## src/rtl/uart_wb_arb.sv

```systemverilog
// rtl/uart_wb_arb.sv - two-master round-robin Wishbone arbiter with ack timeout for the UART register port
// Grant is registered; slave-side controls are muxed from the owner only while in OWN.
module uart_wb_arb #(
  parameter int ADDR_WIDTH = 5,
  parameter int DATA_WIDTH = 32,
  parameter int TIMEOUT    = 255
) (
  input  logic                  clk,
  input  logic                  wb_rst_i,
  input  logic                  m0_cyc_i,
  input  logic                  m0_stb_i,
  input  logic                  m0_we_i,
  input  logic [3:0]            m0_sel_i,
  input  logic [ADDR_WIDTH-1:0] m0_adr_i,
  input  logic [DATA_WIDTH-1:0] m0_dat_i,
  output logic [DATA_WIDTH-1:0] m0_dat_o,
  output logic                  m0_ack_o,
  output logic                  m0_err_o,
  input  logic                  m1_cyc_i,
  input  logic                  m1_stb_i,
  input  logic                  m1_we_i,
  input  logic [3:0]            m1_sel_i,
  input  logic [ADDR_WIDTH-1:0] m1_adr_i,
  input  logic [DATA_WIDTH-1:0] m1_dat_i,
  output logic [DATA_WIDTH-1:0] m1_dat_o,
  output logic                  m1_ack_o,
  output logic                  m1_err_o,
  output logic                  s_cyc_o,
  output logic                  s_stb_o,
  output logic                  s_we_o,
  output logic [3:0]            s_sel_o,
  output logic [ADDR_WIDTH-1:0] s_adr_o,
  output logic [DATA_WIDTH-1:0] s_dat_o,
  input  logic [DATA_WIDTH-1:0] s_dat_i,
  input  logic                  s_ack_i,
  output logic [1:0]            gnt_o,
  output logic [15:0]           to_cnt_o
);

  typedef enum logic [1:0] {IDLE, OWN, ERR, HOLD} state_t;

  localparam logic [15:0] TO_LAST = 16'(TIMEOUT - 1);

  state_t      state, state_nxt;
  logic [1:0]  gnt_nxt;
  logic        last, last_nxt;
  logic [15:0] timer, timer_nxt;
  logic [15:0] to_cnt_nxt;

  logic own_m1, own_cyc, own_stb;

  // last == 1 means m1 owned most recently, so m0 wins the first tie after reset
  assign own_m1  = gnt_o[1];
  assign own_cyc = own_m1 ? m1_cyc_i : m0_cyc_i;
  assign own_stb = own_m1 ? m1_stb_i : m0_stb_i;

  assign m0_dat_o = gnt_o[0] ? s_dat_i : '0;
  assign m1_dat_o = gnt_o[1] ? s_dat_i : '0;

  always_ff @(posedge clk) begin
    if (wb_rst_i) begin
      state    <= IDLE;
      gnt_o    <= 2'b00;
      last     <= 1'b1;
      timer    <= 16'd0;
      to_cnt_o <= 16'd0;
    end else begin
      state    <= state_nxt;
      gnt_o    <= gnt_nxt;
      last     <= last_nxt;
      timer    <= timer_nxt;
      to_cnt_o <= to_cnt_nxt;
    end
  end

  always_comb begin
    state_nxt  = state;
    gnt_nxt    = gnt_o;
    last_nxt   = last;
    timer_nxt  = timer;
    to_cnt_nxt = to_cnt_o;
    s_cyc_o    = 1'b0;
    s_stb_o    = 1'b0;
    s_we_o     = 1'b0;
    s_sel_o    = 4'b0000;
    s_adr_o    = '0;
    s_dat_o    = '0;
    m0_ack_o   = 1'b0;
    m1_ack_o   = 1'b0;
    m0_err_o   = 1'b0;
    m1_err_o   = 1'b0;

    case (state)
      IDLE: begin
        timer_nxt = 16'd0;
        if (m0_cyc_i && m1_cyc_i) begin
          gnt_nxt   = last ? 2'b01 : 2'b10;
          state_nxt = OWN;
        end else if (m0_cyc_i) begin
          gnt_nxt   = 2'b01;
          state_nxt = OWN;
        end else if (m1_cyc_i) begin
          gnt_nxt   = 2'b10;
          state_nxt = OWN;
        end
      end

      OWN: begin
        s_cyc_o  = own_cyc;
        s_stb_o  = own_stb;
        s_we_o   = own_m1 ? m1_we_i  : m0_we_i;
        s_sel_o  = own_m1 ? m1_sel_i : m0_sel_i;
        s_adr_o  = own_m1 ? m1_adr_i : m0_adr_i;
        s_dat_o  = own_m1 ? m1_dat_i : m0_dat_i;
        m0_ack_o = s_ack_i & gnt_o[0];
        m1_ack_o = s_ack_i & gnt_o[1];
        if (!own_cyc) begin
          last_nxt  = own_m1;
          gnt_nxt   = 2'b00;
          state_nxt = IDLE;
        end else if (!own_stb || s_ack_i) begin
          // an ack on the expiry cycle wins over the timeout
          timer_nxt = 16'd0;
        end else if (timer == TO_LAST) begin
          timer_nxt = 16'd0;
          state_nxt = ERR;
          if (to_cnt_o != 16'hFFFF) to_cnt_nxt = to_cnt_o + 16'd1;
        end else begin
          timer_nxt = timer + 16'd1;
        end
      end

      ERR: begin
        m0_err_o  = gnt_o[0];
        m1_err_o  = gnt_o[1];
        state_nxt = HOLD;
      end

      HOLD: begin
        if (!own_cyc) begin
          last_nxt  = own_m1;
          gnt_nxt   = 2'b00;
          state_nxt = IDLE;
        end
      end

      default: state_nxt = IDLE;
    endcase
  end

endmodule

```

## config.mk

```make
export PLATFORM = sky130hd
export DESIGN_NAME = uart_wb_arb
export DESIGN_NICKNAME = d
export VERILOG_FILES = /design/src/rtl/uart_wb_arb.sv
export SDC_FILE = /design/constraint.sdc
export NUM_CORES = 1
export LEC_CHECK = 0
export CAP_MARGIN = 0
export CORE_MARGIN = 4
export CORE_UTILIZATION = 34
export CTS_BUF_LIST = sky130_fd_sc_hd__clkbuf_8
export DETAILED_ROUTE_END_ITERATION = 10
export PLACE_DENSITY = 0.93
export SLEW_MARGIN = 20
export SYNTH_ARGS = -nofsm -noshare
export SYNTH_HDL_FRONTEND = slang
export SYNTH_SLANG_ARGS = --single-unit
```

## constraint.sdc

```tcl
create_clock -name clk -period 3.2 [get_ports clk]
set_input_delay 0.64 -clock clk [delete_from_list [all_inputs] [get_ports clk]]
set_output_delay 0.64 -clock clk [all_outputs]
set_load 0.02 [all_outputs]
```

After elaboration in Yosys (flattened, before gate mapping)
Cells that the tools add are included.
{"block": "totals", "regBits": 37, "input_bits": 123, "elab_cells": 69}
{"block": "classes", "n_addsub": 2, "eq_ne": 11, "muxes": 35, "n_bitwise": 4, "n_reduce_logical": 12}
{"cell": "$mux 32", "n": 4}
{"cell": "$mux 16", "n": 3}
{"cell": "$add 16x1->16 const B", "n": 2}
{"cell": "$pmux 16 s2", "n": 1}
{"cell": "$mux 2", "n": 11}
{"cell": "$eq 16x8->1 const B", "n": 1}
{"cell": "$ne 16x16->1 const B", "n": 1}
{"cell": "$mux 1", "n": 10}
{"cell": "$mux 5", "n": 2}
{"cell": "$mux 4", "n": 2}
{"cell": "$pmux 2 s4", "n": 1}
{"cell": "$ne 2x2->1 const B", "n": 3}
{"cell": "$ne 3x3->1 const B", "n": 2}
{"cell": "$reduce_and 5->1", "n": 1}
{"cell": "$eq 2x2->1 const B", "n": 2}
{"cell": "$ne 4x4->1 const B", "n": 1}
{"cell": "$pmux 2 s2", "n": 1}
{"cell": "$reduce_and 2->1", "n": 2}
{"cell": "$reduce_and 4->1", "n": 1}
{"cell": "$reduce_bool 2->1", "n": 2}
{"cell": "$reduce_and 3->1", "n": 1}
{"cell": "$and 1x1->1", "n": 2}
{"cell": "$eq 2x1->1 const B", "n": 1}
{"cell": "$logic_not 2->1", "n": 1}
{"cell": "other kinds (5)", "n": 6}

Longest topological paths before layout
Gate-level depths: netlist (run 1).
{"block": "logic_depth", "ltp_word": 6, "ltp_mapped": 8}

Least setup slack after synthesis (run 1)
OpenSTA, ideal clock, no wires.
{"block": "synth_timing", "kind": "flip-flop to flip-flop", "from": "register timer[0]", "to": "register to_cnt_o[13]", "arrival_ns": 2.433, "t_required_ns": 3.068, "slack_ns": 0.634, "stages_incl_launch_ff": 9, "synth_period_minus_slack_ns": 2.566, "path_cell_list": "dfxtp_1 -> inv_1 -> ha_1 -> or4b_4 -> or4_4 -> a211o_1 -> clkbuf_8 -> o41ai_1 -> a21oi_1"}
{"block": "synth_between", "elab_chain_len": 2}
{"element": "from (decl)", "line_no": "47", "rtl": "logic [15:0] timer, timer_nxt;"}
{"element": "from (signal assigned)", "line_no": "71", "rtl": "timer <= timer_nxt;"}
{"element": "$eq 16x8->1", "line_no": "124", "rtl": "end else if (timer == TO_LAST) begin"}
{"element": "$reduce_and 5->1 (no line)"}
{"element": "to (signal assigned)", "line_no": "72", "rtl": "to_cnt_o <= to_cnt_nxt;"}
{"element": "to (decl)", "line_no": "37", "rtl": "output logic [15:0] to_cnt_o"}
Every way passes these cells.
A chain may end at the register's enable or synchronous reset.

Worst setup path after layout (run 1)
{"block": "layout_timing", "from": "register timer[0]", "to": "register to_cnt_o[15]"}
The elaborated chain is that of the path after synthesis.

==> results.tsv, run 1 <==
stage	metric	value	unit
outcome	outcome	completed	
cts	H-tree depth	2	
worst_setup_path	critical path type	register to register	
layout	Final Cell Area	5790	sq um
power_and_ir_drop	Peak VDD IR	133	uV
yosys	syn_area_per_cell	7.70	sq um
cts	CTS tree	done	
placed_design	IO Port Bufs	252	
cts	Setup Fix Bufs, Post-CTS	0	
yosys	Yosys Warn Count	0	
cts	clk slew on worst S/H paths	80	ps
layout	Area growth syn-to-layout	88.4	%
worst_setup_path	CP Max Fanout	15	
placed_design	gpl congestion	0.870	
sta	Slew HR	43.3	%
sta	clock period minus worst slack	2910	ps
global_routing	largest net degree at the start of global routing	41	
placed_design	placed cells	746	
sta	clock skew	9.83	ps
global_routing	gr usage total	23.0	%
yosys	Synth async-reset ratio	0	%
min_path	hold crit path type	register to register	
floorplanning	CORE AREA	8760	sq um
floorplanning	Die Ht	103	um
cts	Clock Path Buffers	2	
sta	Worst Max-Slew Pin Slew	850	ps
route	drt drc	0	
route	vias	3842	
yosys	synthesized flop and latch total	37	
route	DR vias/cell	5.10	
worst_setup_path	Worst EP arrival	3130	ps
power_and_ir_drop	power per cell area	250	nW/um^2
floorplanning	Die ar.	10600	sq um
layout	fin cells	754	
yosys	post-synthesis sequential area ratio	24.1	%
worst_setup_path	Critical Path RT	3430	ps
placed_design	HPWL after DPL	11300	um
sta	setup total negative slack	0	ps
sta	Hold WS	501	ps
route	WL/cell	18.1	um
flow_run	max-cap violation count	0	
cts	latest clock arrival within the worst-skew pair	290	ps
layout	fin util	66.0	%
placed_design	cell area after placement	5700	sq um
worst_setup_path	element type at the critical path start	register	
cts	clock root cell	clkbuf_8	
layout	Inserted Diodes	0	
power_and_ir_drop	leakage	2.09	nW
worst_setup_path	Crit. End Element	register	
layout	share of layout cells above drive strength 1	5.42	%
route	1st-iter DRT viols	202	
yosys	ys flop type	dfxtp_1	
route	final wirelength	13700	um
sta	fmax	344	MHz
global_routing	first-pass GRT wire length	19200	um
layout	layout net count	771	
cts	post_cts resized	0	
floorplanning	std cell rows	34	
yosys	Mapped Cells	399	
floorplanning	Chip Width	103	um
sta	period utilization	90.8	%
global_routing	initial antenna violation count	0	
sta	Hold Fails Final Rpt	0	
global_routing	vias in the first global route	3642	
yosys	library cells used by synthesis	56	
yosys	Net Count, Synth	525	
route	Routed Antenna Nets	0	
cts	cts hold-fix bufs	0	
yosys	area of the mapped netlist	3070	sq um
route	Pre-antenna DRT Iters	4	
yosys	number of synthesized flops with an enable pin	0	
floorplanning	Starting Density	35.1	%
cts	CTS buffer count	5	
sta	RSZ-0062 raised after global routing	false	
sta	max-slew violations	0	
global_routing	GRT overflow	0	
sta	final setup fails	0	
floorplanning	I/O pins	253	
cts	clk sinks	37	
==> where the power goes <==
group	switching, W	leakage, nW	internal [W]
sequential	0.0000210	0.300	0.000466
clock	0.000170	0.0491	0.000148
combinational	0.000287	1.74	0.000354
total	0.000479	2.09	0.000968
==> worst paths after layout <==
kind / startpoint / endpoint / slack [ps] / cells past startpoint
worst max-delay path: timer[0] / to_cnt_o[15] / 290 / 7
worst min-delay path: timer[15] / timer[15] / 500 / 2
worst max register to register: timer[0] / to_cnt_o[15] / 290 / 7
worst min register to register: timer[15] / timer[15] / 500 / 2
==> metrics by stage <==
| stage | power (W) | setup WS (ps) |
|---|---|---|
| after floorplan | 0.000764 | 634 |
| after global placement | 0.00113 | 107 |
| after detailed placement | 0.00114 | 100 |
| after CTS | 0.00146 | 294 |
| after global routing | 0.00151 | 216 |
| final | 0.00145 | 294 |
==> registers in the layout (all words and copies together), names as in the netlist, named ones only <==
name,cells
gnt_o,2
last,1
state,1
timer,16
to_cnt_o,16
==> placed cells by master, fill, tap and decap left out, types with 2 or more instances in the layout <==
master,netlist,final
clkdlybuf4s50_1,0,252
and2_1,66,66
nor2_1,60,60
mux2i_1,49,49
dfxtp_1,37,36
a21oi_1,25,25
buf_4,0,14
nand2_1,12,12
inv_1,10,11
nand3_1,11,11
o21ai_0,11,11
nand4_1,8,8
and3_1,6,6
o31ai_1,5,5
clkbuf_8,2,5
nor3_1,4,4
xnor2_1,4,4
a22o_1,4,4
and4_1,3,3
or3_2,3,3
xor2_1,3,3
a31oi_1,3,3
or3_1,3,3
nand3b_1,3,3
or4_1,3,3
ha_1,3,3
and3b_1,2,2
a211o_1,2,2
a211oi_1,2,2
o41ai_1,2,2
nor4_1,2,2
o21a_1,2,2
a311oi_1,2,2
a21o_1,2,2
clkinv_2,0,2
==> kinds of logic (layout without fill, tap and decap cells) <==
group           after synthesis  after routing  synth area share (%)
mux                          49             49                  16.0
xor+xnor                      7              7                  2.00
fa+ha+maj                     3              3                  1.22
flops                        37             37                  24.1
simple gates                200            200                  36.4
compound gates               66             66                  14.7
buf+inv                      37            284                  5.66
==> cell type report <==
cell class                      count  area (sq um)
Fill cell                         728          2980
Timing Repair Buffer              266          2630
Clock inverter                      3          13.8
Inverter                           10          37.5
Multi-Input combinational cell    325          2160
Clock buffer                        5          68.8
Sequential cell                    37           744
Tap cell                          108           135
==> Yosys cell counts (2+ instances only) <==
| cell | number | area, sq um |
|---|---|---|
| xor2_1 | 3 | 26.3 |
| a311oi_1 | 2 | 17.5 |
| or4_1 | 3 | 22.5 |
| a21oi_1 | 25 | 125 |
| nand2b_1 | 2 | 12.5 |
| nand4_1 | 8 | 50.1 |
| a31oi_1 | 3 | 18.8 |
| a21o_1 | 2 | 15.0 |
| a22o_1 | 4 | 35.0 |
| nand3_1 | 11 | 55.1 |
| buf_2 | 2 | 10.0 |
| o41ai_1 | 2 | 17.5 |
| xnor2_1 | 4 | 35.0 |
| inv_1 | 10 | 37.5 |
| mux2i_1 | 49 | 490 |
| o21ai_0 | 11 | 55.1 |
| ha_1 | 3 | 37.5 |
| clkbuf_1 | 13 | 48.8 |
| o21a_1 | 2 | 15.0 |
| and3_1 | 6 | 37.5 |
| a211o_1 | 2 | 17.5 |
| and4_1 | 3 | 26.3 |
| and2_1 | 66 | 413 |
| nor3_1 | 4 | 20.0 |
| nor4_1 | 2 | 12.5 |
| or3_2 | 3 | 22.5 |
| clkbuf_8 | 2 | 27.5 |
| o31ai_1 | 5 | 37.5 |
| dfxtp_1 | 37 | 741 |
| and3b_1 | 2 | 17.5 |
| nand3b_1 | 3 | 22.5 |
| nand2_1 | 12 | 45.0 |
| or3_1 | 3 | 18.8 |
| buf_1 | 8 | 30.0 |
| a211oi_1 | 2 | 15.0 |
| nor2_1 | 60 | 225 |
==> per-layer routing <==
layer  part of all wire (%)  vias up  global-route usage [%]  wire [um]
met5                      0        -                       0          0
met1                     39     1774                    27.6       5300
li1                       -     1900                       -          -
met4                   0.92        0                    3.88        126
met2                     49      152                    39.3       6700
met3                     11       16                    9.13       1530
==> worst max-delay path, stage by stage, from the launching register on <==
cell	delay [ps]
dfxtp_1	360
inv_1	80
ha_1	170
or4b_4	470
or4_4	600
a211o_1	470
or4_1	560
a21oi_1	140
Power figures use the tool's default switching activity.
==> run 2, diff against run 1 <==
--- a/config.mk
+++ b/config.mk
@@ -6,11 +6,12 @@
 export NUM_CORES = 1
 export LEC_CHECK = 0
 export CAP_MARGIN = 0
-export CORE_MARGIN = 4
-export CORE_UTILIZATION = 34
+export CORE_AREA = 2 2 99 101
 export CTS_BUF_LIST = sky130_fd_sc_hd__clkbuf_8
 export DETAILED_ROUTE_END_ITERATION = 10
-export PLACE_DENSITY = 0.93
+export DIE_AREA = 0 0 101 103
+export PLACE_DENSITY = 0.91
+export SKIP_LAST_GASP = 1
 export SLEW_MARGIN = 20
 export SYNTH_ARGS = -nofsm -noshare
 export SYNTH_HDL_FRONTEND = slang
==> results.tsv, run 2 (synthesized netlist as in run 1, its figures left out) <==
stage	metric	value	unit	change
outcome	outcome	completed		
cts	clk slew on worst S/H paths	80	ps	about the same
sta	max-slew violations	0		unchanged
worst_setup_path	reg2reg end	to_cnt_o[15]		
min_path	Worst Hold Path EP	timer[15]		
cts	Clock Path Buffers	2		unchanged
route	DR vias/cell	5.16		+1.2%
layout	share of layout cells above drive strength 1	5.72	%	+0.30 points
sta	setup total negative slack	0	ps	unchanged
sta	Hold Fails Final Rpt	0		unchanged
route	final wirelength	13200	um	-3.0%
cts	clk sinks	37		unchanged
global_routing	largest net degree at the start of global routing	46		+12%
sta	final worst setup slack	220	ps	-73.4 ps
floorplanning	std cell rows	36		+5.9%
min_path	HP Start	timer[15]		
cts	cts hold-fix bufs	0		unchanged
floorplanning	I/O pins	253		unchanged
worst_setup_path	Crit. End Element	output pin		
sta	clock period minus worst slack	2980	ps	+73.4 ps
worst_setup_path	reg2reg start	timer[0]		
route	Routed Antenna Nets	0		unchanged
worst_setup_path	critical path type	register to output pin		
power_and_ir_drop	overall power	0.00156	W	+8.1%
sta	clock skew	9.28	ps	-0.547 ps
cts	H-tree depth	2		unchanged
worst_setup_path	Critical Path RT	2560	ps	-870 ps
global_routing	gr usage total	23.1	%	+0.12 points
worst_setup_path	element type at the critical path start	register		
worst_setup_path	Reg2Reg Depth	7		unchanged
sta	final setup fails	0		unchanged
floorplanning	CORE AREA	9460	sq um	+7.9%
min_path	hold crit path type	register to register		
sta	Worst Max-Slew Pin Slew	789	ps	-60.8 ps
route	Pre-antenna DRT Iters	6		+2
global_routing	initial antenna violation count	0		unchanged
placed_design	dpl ws	63.2	ps	-36.9 ps
sta	RSZ-0062 raised after global routing	false		
global_routing	first-pass GRT wire length	18900	um	-1.4%
placed_design	gpl congestion	0.860		-1.2%
layout	Area growth syn-to-layout	90.5	%	
floorplanning	Die ar.	10400	sq um	-2.0%
placed_design	IO Port Bufs	252		unchanged
floorplanning	Die Ht	103	um	about the same
floorplanning	Chip Width	101	um	-2.0%
sta	period utilization	93.1	%	+2.3 points
flow_run	max-cap violation count	0		unchanged
layout	layout net count	772		+0.13%
layout	most common cell after layout, fill and taps aside	clkdlybuf4s50_1		
sta	fmax	336	MHz	-2.5%
layout	Inserted Diodes	0		unchanged
route	WL/cell	17.4	um	-3.9%
power_and_ir_drop	leakage	2.10	nW	+0.76%
worst_setup_path	Worst EP arrival	2340	ps	-790 ps
worst_setup_path	CP Max Fanout	45		+30
floorplanning	Starting Density	32.5	%	-2.6 points
cts	post_cts resized	0		unchanged
cts	CTS tree	done		
layout	Largest regs	timer (16), to_cnt_o (16), gnt_o (2)		
worst_setup_path	r2r setup slk	340	ps	+50 ps
layout	fill cell count	813		+12%
cts	Setup Fix Bufs, Post-CTS	0		unchanged
layout	most frequent cells in the layout	clkdlybuf4s50_1 (252), and2_1 (66), nor2_1 (60)		
cts	latest clock arrival within the worst-skew pair	300	ps	about the same
global_routing	GRT overflow	0		unchanged
min_path	worst hold path stage count	2		unchanged
route	vias	3925		+2.2%
route	1st-iter DRT viols	233		+15%
sta	Slew HR	47.3	%	+4.1 points
global_routing	vias in the first global route	3674		+0.88%
route	drt drc	0		unchanged
cts	CTS buffer count	5		unchanged
power_and_ir_drop	Peak VDD IR	221	uV	+66%
power_and_ir_drop	power per cell area	267	nW/um^2	+6.9%
cts	clock root cell	clkbuf_8		
placed_design	HPWL after DPL	10900	um	-3.7%
run 2: cell types whose count changed in the layout (fill, tap and decap cells not counted), sizes merged:
cell,before,now
inv,11,10
bufinv,0,1
clkbuf,5,6
clkinv,2,0
buf,14,15
clkinvlp,0,1
run 2: metrics by stage:
stage | hold slack (ps) | cells | area [sq um] | util (%)
final | 499 | 761 | 5850 | 61.9
after global placement | 479 | 753 | 5730 | 60.6
after floorplan | 455 | 399 | 3070 | -
after CTS | 497 | 761 | 5850 | 61.9
after global routing | 527 | 761 | 5850 | 61.9
after detailed placement | 482 | 753 | 5730 | 60.6
run 2: cell type report:
type / count / area (sq um) / area share, %
clock inverter: 2 / 37.5 / 0.641
multi-input combinational: 325 / 2160 / 36.9
clock buffer: 6 / 82.6 / 1.41
tap: 114 / 143 / 2.44
inverter: 10 / 37.5 / 0.641
sequential: 37 / 744 / 12.7
timing repair buffer: 267 / 2650 / 45.2
run 2: layer usage:
layer | part of all wire (%) | GRT usage (%) | up-vias
li1 | - | - | 1904
met1 | 40 | 27.9 | 1821
met2 | 50 | 40.9 | 186
met3 | 9.3 | 7.53 | 14
met4 | 1.0 | 3.74 | 0
met5 | 0 | 0 | -
run 2: how the worst max path moves through the flow:
stage,startpoint,slack (ps),endpoint
floorplan,timer[0],630,to_cnt_o[13]
global placement,m1_cyc_i,170,to_cnt_o[15]
detailed placement,m1_cyc_i,60,to_cnt_o[15]
CTS,state[0],250,s_dat_o[30]
global route,state[0],130,s_sel_o[2]
finish,state[0],220,s_dat_o[30]
run 2: report_power, final:
part	switching, W	internal (W)	leakage, nW
Combinational	0.000286	0.000356	1.74
Sequential	0.0000240	0.000466	0.300
Clock	0.000178	0.000253	0.0574
run 2: critical path, cell delays in order (launching register included):
cell and delay, ps:
dfxtp_1 620, nand2b_2 130, buf_4 290, nor2_1 320
clkdlybuf4s50_1 670
==> run 3, diff against run 2 <==
--- a/config.mk
+++ b/config.mk
@@ -6,11 +6,11 @@
 export NUM_CORES = 1
 export LEC_CHECK = 0
 export CAP_MARGIN = 0
-export CORE_AREA = 2 2 99 101
+export CORE_MARGIN = 2
+export CORE_UTILIZATION = 34
 export CTS_BUF_LIST = sky130_fd_sc_hd__clkbuf_8
 export DETAILED_ROUTE_END_ITERATION = 10
-export DIE_AREA = 0 0 101 103
-export PLACE_DENSITY = 0.91
+export PLACE_DENSITY = 0.93
 export SKIP_LAST_GASP = 1
 export SLEW_MARGIN = 20
 export SYNTH_ARGS = -nofsm -noshare
==> results.tsv, run 3 (synthesized netlist as in run 1, its figures left out) <==
stage	metric	value	unit	change
placed_design	HPWL after DPL	10700	um	-1.7%
floorplanning	CORE AREA	8720	sq um	-7.8%
route	DR WL met2	6440	um	-2.5%
layout	Largest regs	timer (16), to_cnt_o (16), gnt_o (2)		
layout	layout net count	769		-0.39%
worst_setup_path	critical path type	register to output pin		
power_and_ir_drop	Peak VDD IR	175	uV	-21%
cts	clk sinks	37		unchanged
cts	cts hold-fix bufs	0		unchanged
worst_setup_path	reg2reg start	timer[0]		
sta	setup total negative slack	0	ps	unchanged
worst_setup_path	crit path to	s_adr_o[4]		
cts	clk slew on worst S/H paths	80	ps	about the same
sta	Worst Max-Slew Pin Slew	848	ps	+58.6 ps
cts	CTS buffer count	5		unchanged
floorplanning	I/O pins	253		unchanged
route	1st-iter DRT viols	302		+30%
route	highest metal layer with signal wires	met4		
route	drt drc	0		unchanged
route	wl on met1	4960	um	-5.8%
sta	period utilization	89.8	%	-3.3 points
global_routing	first-pass GRT wire length	20000	um	+6.0%
worst_setup_path	reg2reg end	to_cnt_o[15]		
route	Pre-antenna DRT Iters	5		-1
route	Routed Antenna Nets	0		unchanged
sta	Hold Fails Final Rpt	0		unchanged
floorplanning	Die ar.	9810	sq um	-5.7%
worst_setup_path	Reg2Reg Depth	7		unchanged
floorplanning	Die Ht	99.1	um	-3.8%
sta	clock skew	12.8	ps	+3.55 ps
sta	clock period minus worst slack	2870	ps	-106 ps
sta	final setup fails	0		unchanged
worst_setup_path	Crit. End Element	output pin		
outcome	outcome	completed		
worst_setup_path	CP Max Fanout	43		-4.4%
worst_setup_path	r2r setup slk	340	ps	about the same
layout	most frequent cells in the layout	clkdlybuf4s50_1 (252), and2_1 (66), nor2_1 (60)		
flow_run	max-cap violation count	0		unchanged
layout	fin util	66.4	%	+4.5 points
global_routing	gr usage total	25.6	%	+2.5 points
global_routing	vias in the first global route	3847		+4.7%
power_and_ir_drop	leakage	2.08	nW	-0.92%
layout	Area growth syn-to-layout	88.6	%	
placed_design	cell area after placement	5700	sq um	-0.52%
cts	H-tree depth	2		unchanged
global_routing	initial antenna violation count	0		unchanged
min_path	hold crit path type	register to register		
route	DR vias/cell	5.19		+0.66%
cts	post_cts resized	0		unchanged
worst_setup_path	Worst EP arrival	2230	ps	-110 ps
worst_setup_path	element type at the critical path start	register		
floorplanning	std cell rows	34		-5.6%
cts	Clock Path Buffers	2		unchanged
layout	Final Cell Area	5790	sq um	-1.0%
power_and_ir_drop	power per cell area	253	nW/um^2	-5.5%
worst_setup_path	Crit. Startpoint	gnt_o[1]		
layout	Inserted Diodes	0		unchanged
route	Detail Route met3 WL	1440	um	+16%
global_routing	largest net degree at the start of global routing	47		+2.2%
cts	latest clock arrival within the worst-skew pair	300	ps	about the same
floorplanning	Chip Width	99.1	um	-1.9%
worst_setup_path	crit-path cells	buf_12 > mux2i_1 > nor2_1 > clkdlybuf4s50_1		
sta	RSZ-0062 raised after global routing	false		
global_routing	GRT overflow	0		unchanged
worst_setup_path	Largest stage delay, worst path	650	ps	-20 ps
floorplanning	Starting Density	35.2	%	+2.7 points
sta	fmax	348	MHz	+3.7%
cts	Setup Fix Bufs, Post-CTS	0		unchanged
layout	fin cells	752		-1.2%
sta	max-slew violations	0		unchanged
route	WL/cell	17.4	um	+0.30%
worst_setup_path	CP max-delay cell	clkdlybuf4s50_1		
placed_design	IO Port Bufs	252		unchanged
route	vias	3904		-0.54%
worst_setup_path	Critical Path RT	2560	ps	about the same
placed_design	placed cells	744		-1.2%
layout	most common cell after layout, fill and taps aside	clkdlybuf4s50_1		
layout	share of layout cells above drive strength 1	4.97	%	-0.75 points
placed_design	gpl congestion	0.897		+4.3%
cts	clock root cell	clkbuf_8		
sta	Slew HR	43.4	%	-3.9 points
route	final wirelength	13100	um	-0.88%
cts	CTS tree	done		
[run 3: cell count changes in the layout (fill, tap and decap cells not counted)]
cell	change
bufinv_16	-1
inv_1	+2
buf_4	-3
clkinvlp_4	-1
[run 3: worst max-delay path: cells and delay by family, from the launching register on]
kind                   cells  cell delay, ps
muxes                      1             120
buffers and inverters      2             960
and+or+nand+nor            1             200
DFF                        1             610
[run 3: area by class of cell]
class / count / area [sq um]
Clock inverter: 2 / 7.51
Clock buffer: 6 / 82.6
Inverter: 10 / 37.5
Tap cell: 108 / 135
Sequential cell: 37 / 744
Multi-Input combinational cell: 325 / 2160
Timing Repair Buffer: 264 / 2630
Fill cell: 666 / 2930
[run 3: power breakdown]
group	internal [W]	leakage [nW]	total, W	switching (W)
logic	0.000354	1.73	0.000641	0.000287
clock network	0.000169	0.0538	0.000335	0.000165
registers	0.000466	0.300	0.000488	0.0000219
[run 3: per-stage QoR]
step / setup WS (ps) / hold slack [ps] / power [W]
floorplan: 634 / 455 / 0.000764
global placement: 142 / 478 / 0.00113
detailed placement: 94.1 / 491 / 0.00113
CTS: 346 / 501 / 0.00147
global route: 202 / 514 / 0.00153
finish: 326 / 495 / 0.00146
[run 3: worst min-delay path by stage]
stage	endpoint	slack (ps)	cells past startpoint	start
after floorplan	timer[12]	450	1	timer[12]
after global routing	timer[14]	510	1	timer[14]
final	timer[15]	500	2	timer[15]
after CTS	to_cnt_o[7]	500	2	to_cnt_o[7]
after detailed placement	timer[15]	490	2	timer[15]
after global placement	timer[15]	480	2	timer[15]
[run 3: per-layer routing]
| metal | global-route usage, % | vias to the layer above |
|---|---|---|
| li1 | - | 1894 |
| met1 | 29.8 | 1807 |
| met2 | 43.6 | 178 |
| met3 | 10.6 | 25 |
| met4 | 6.22 | 0 |
| met5 | 0 | - |
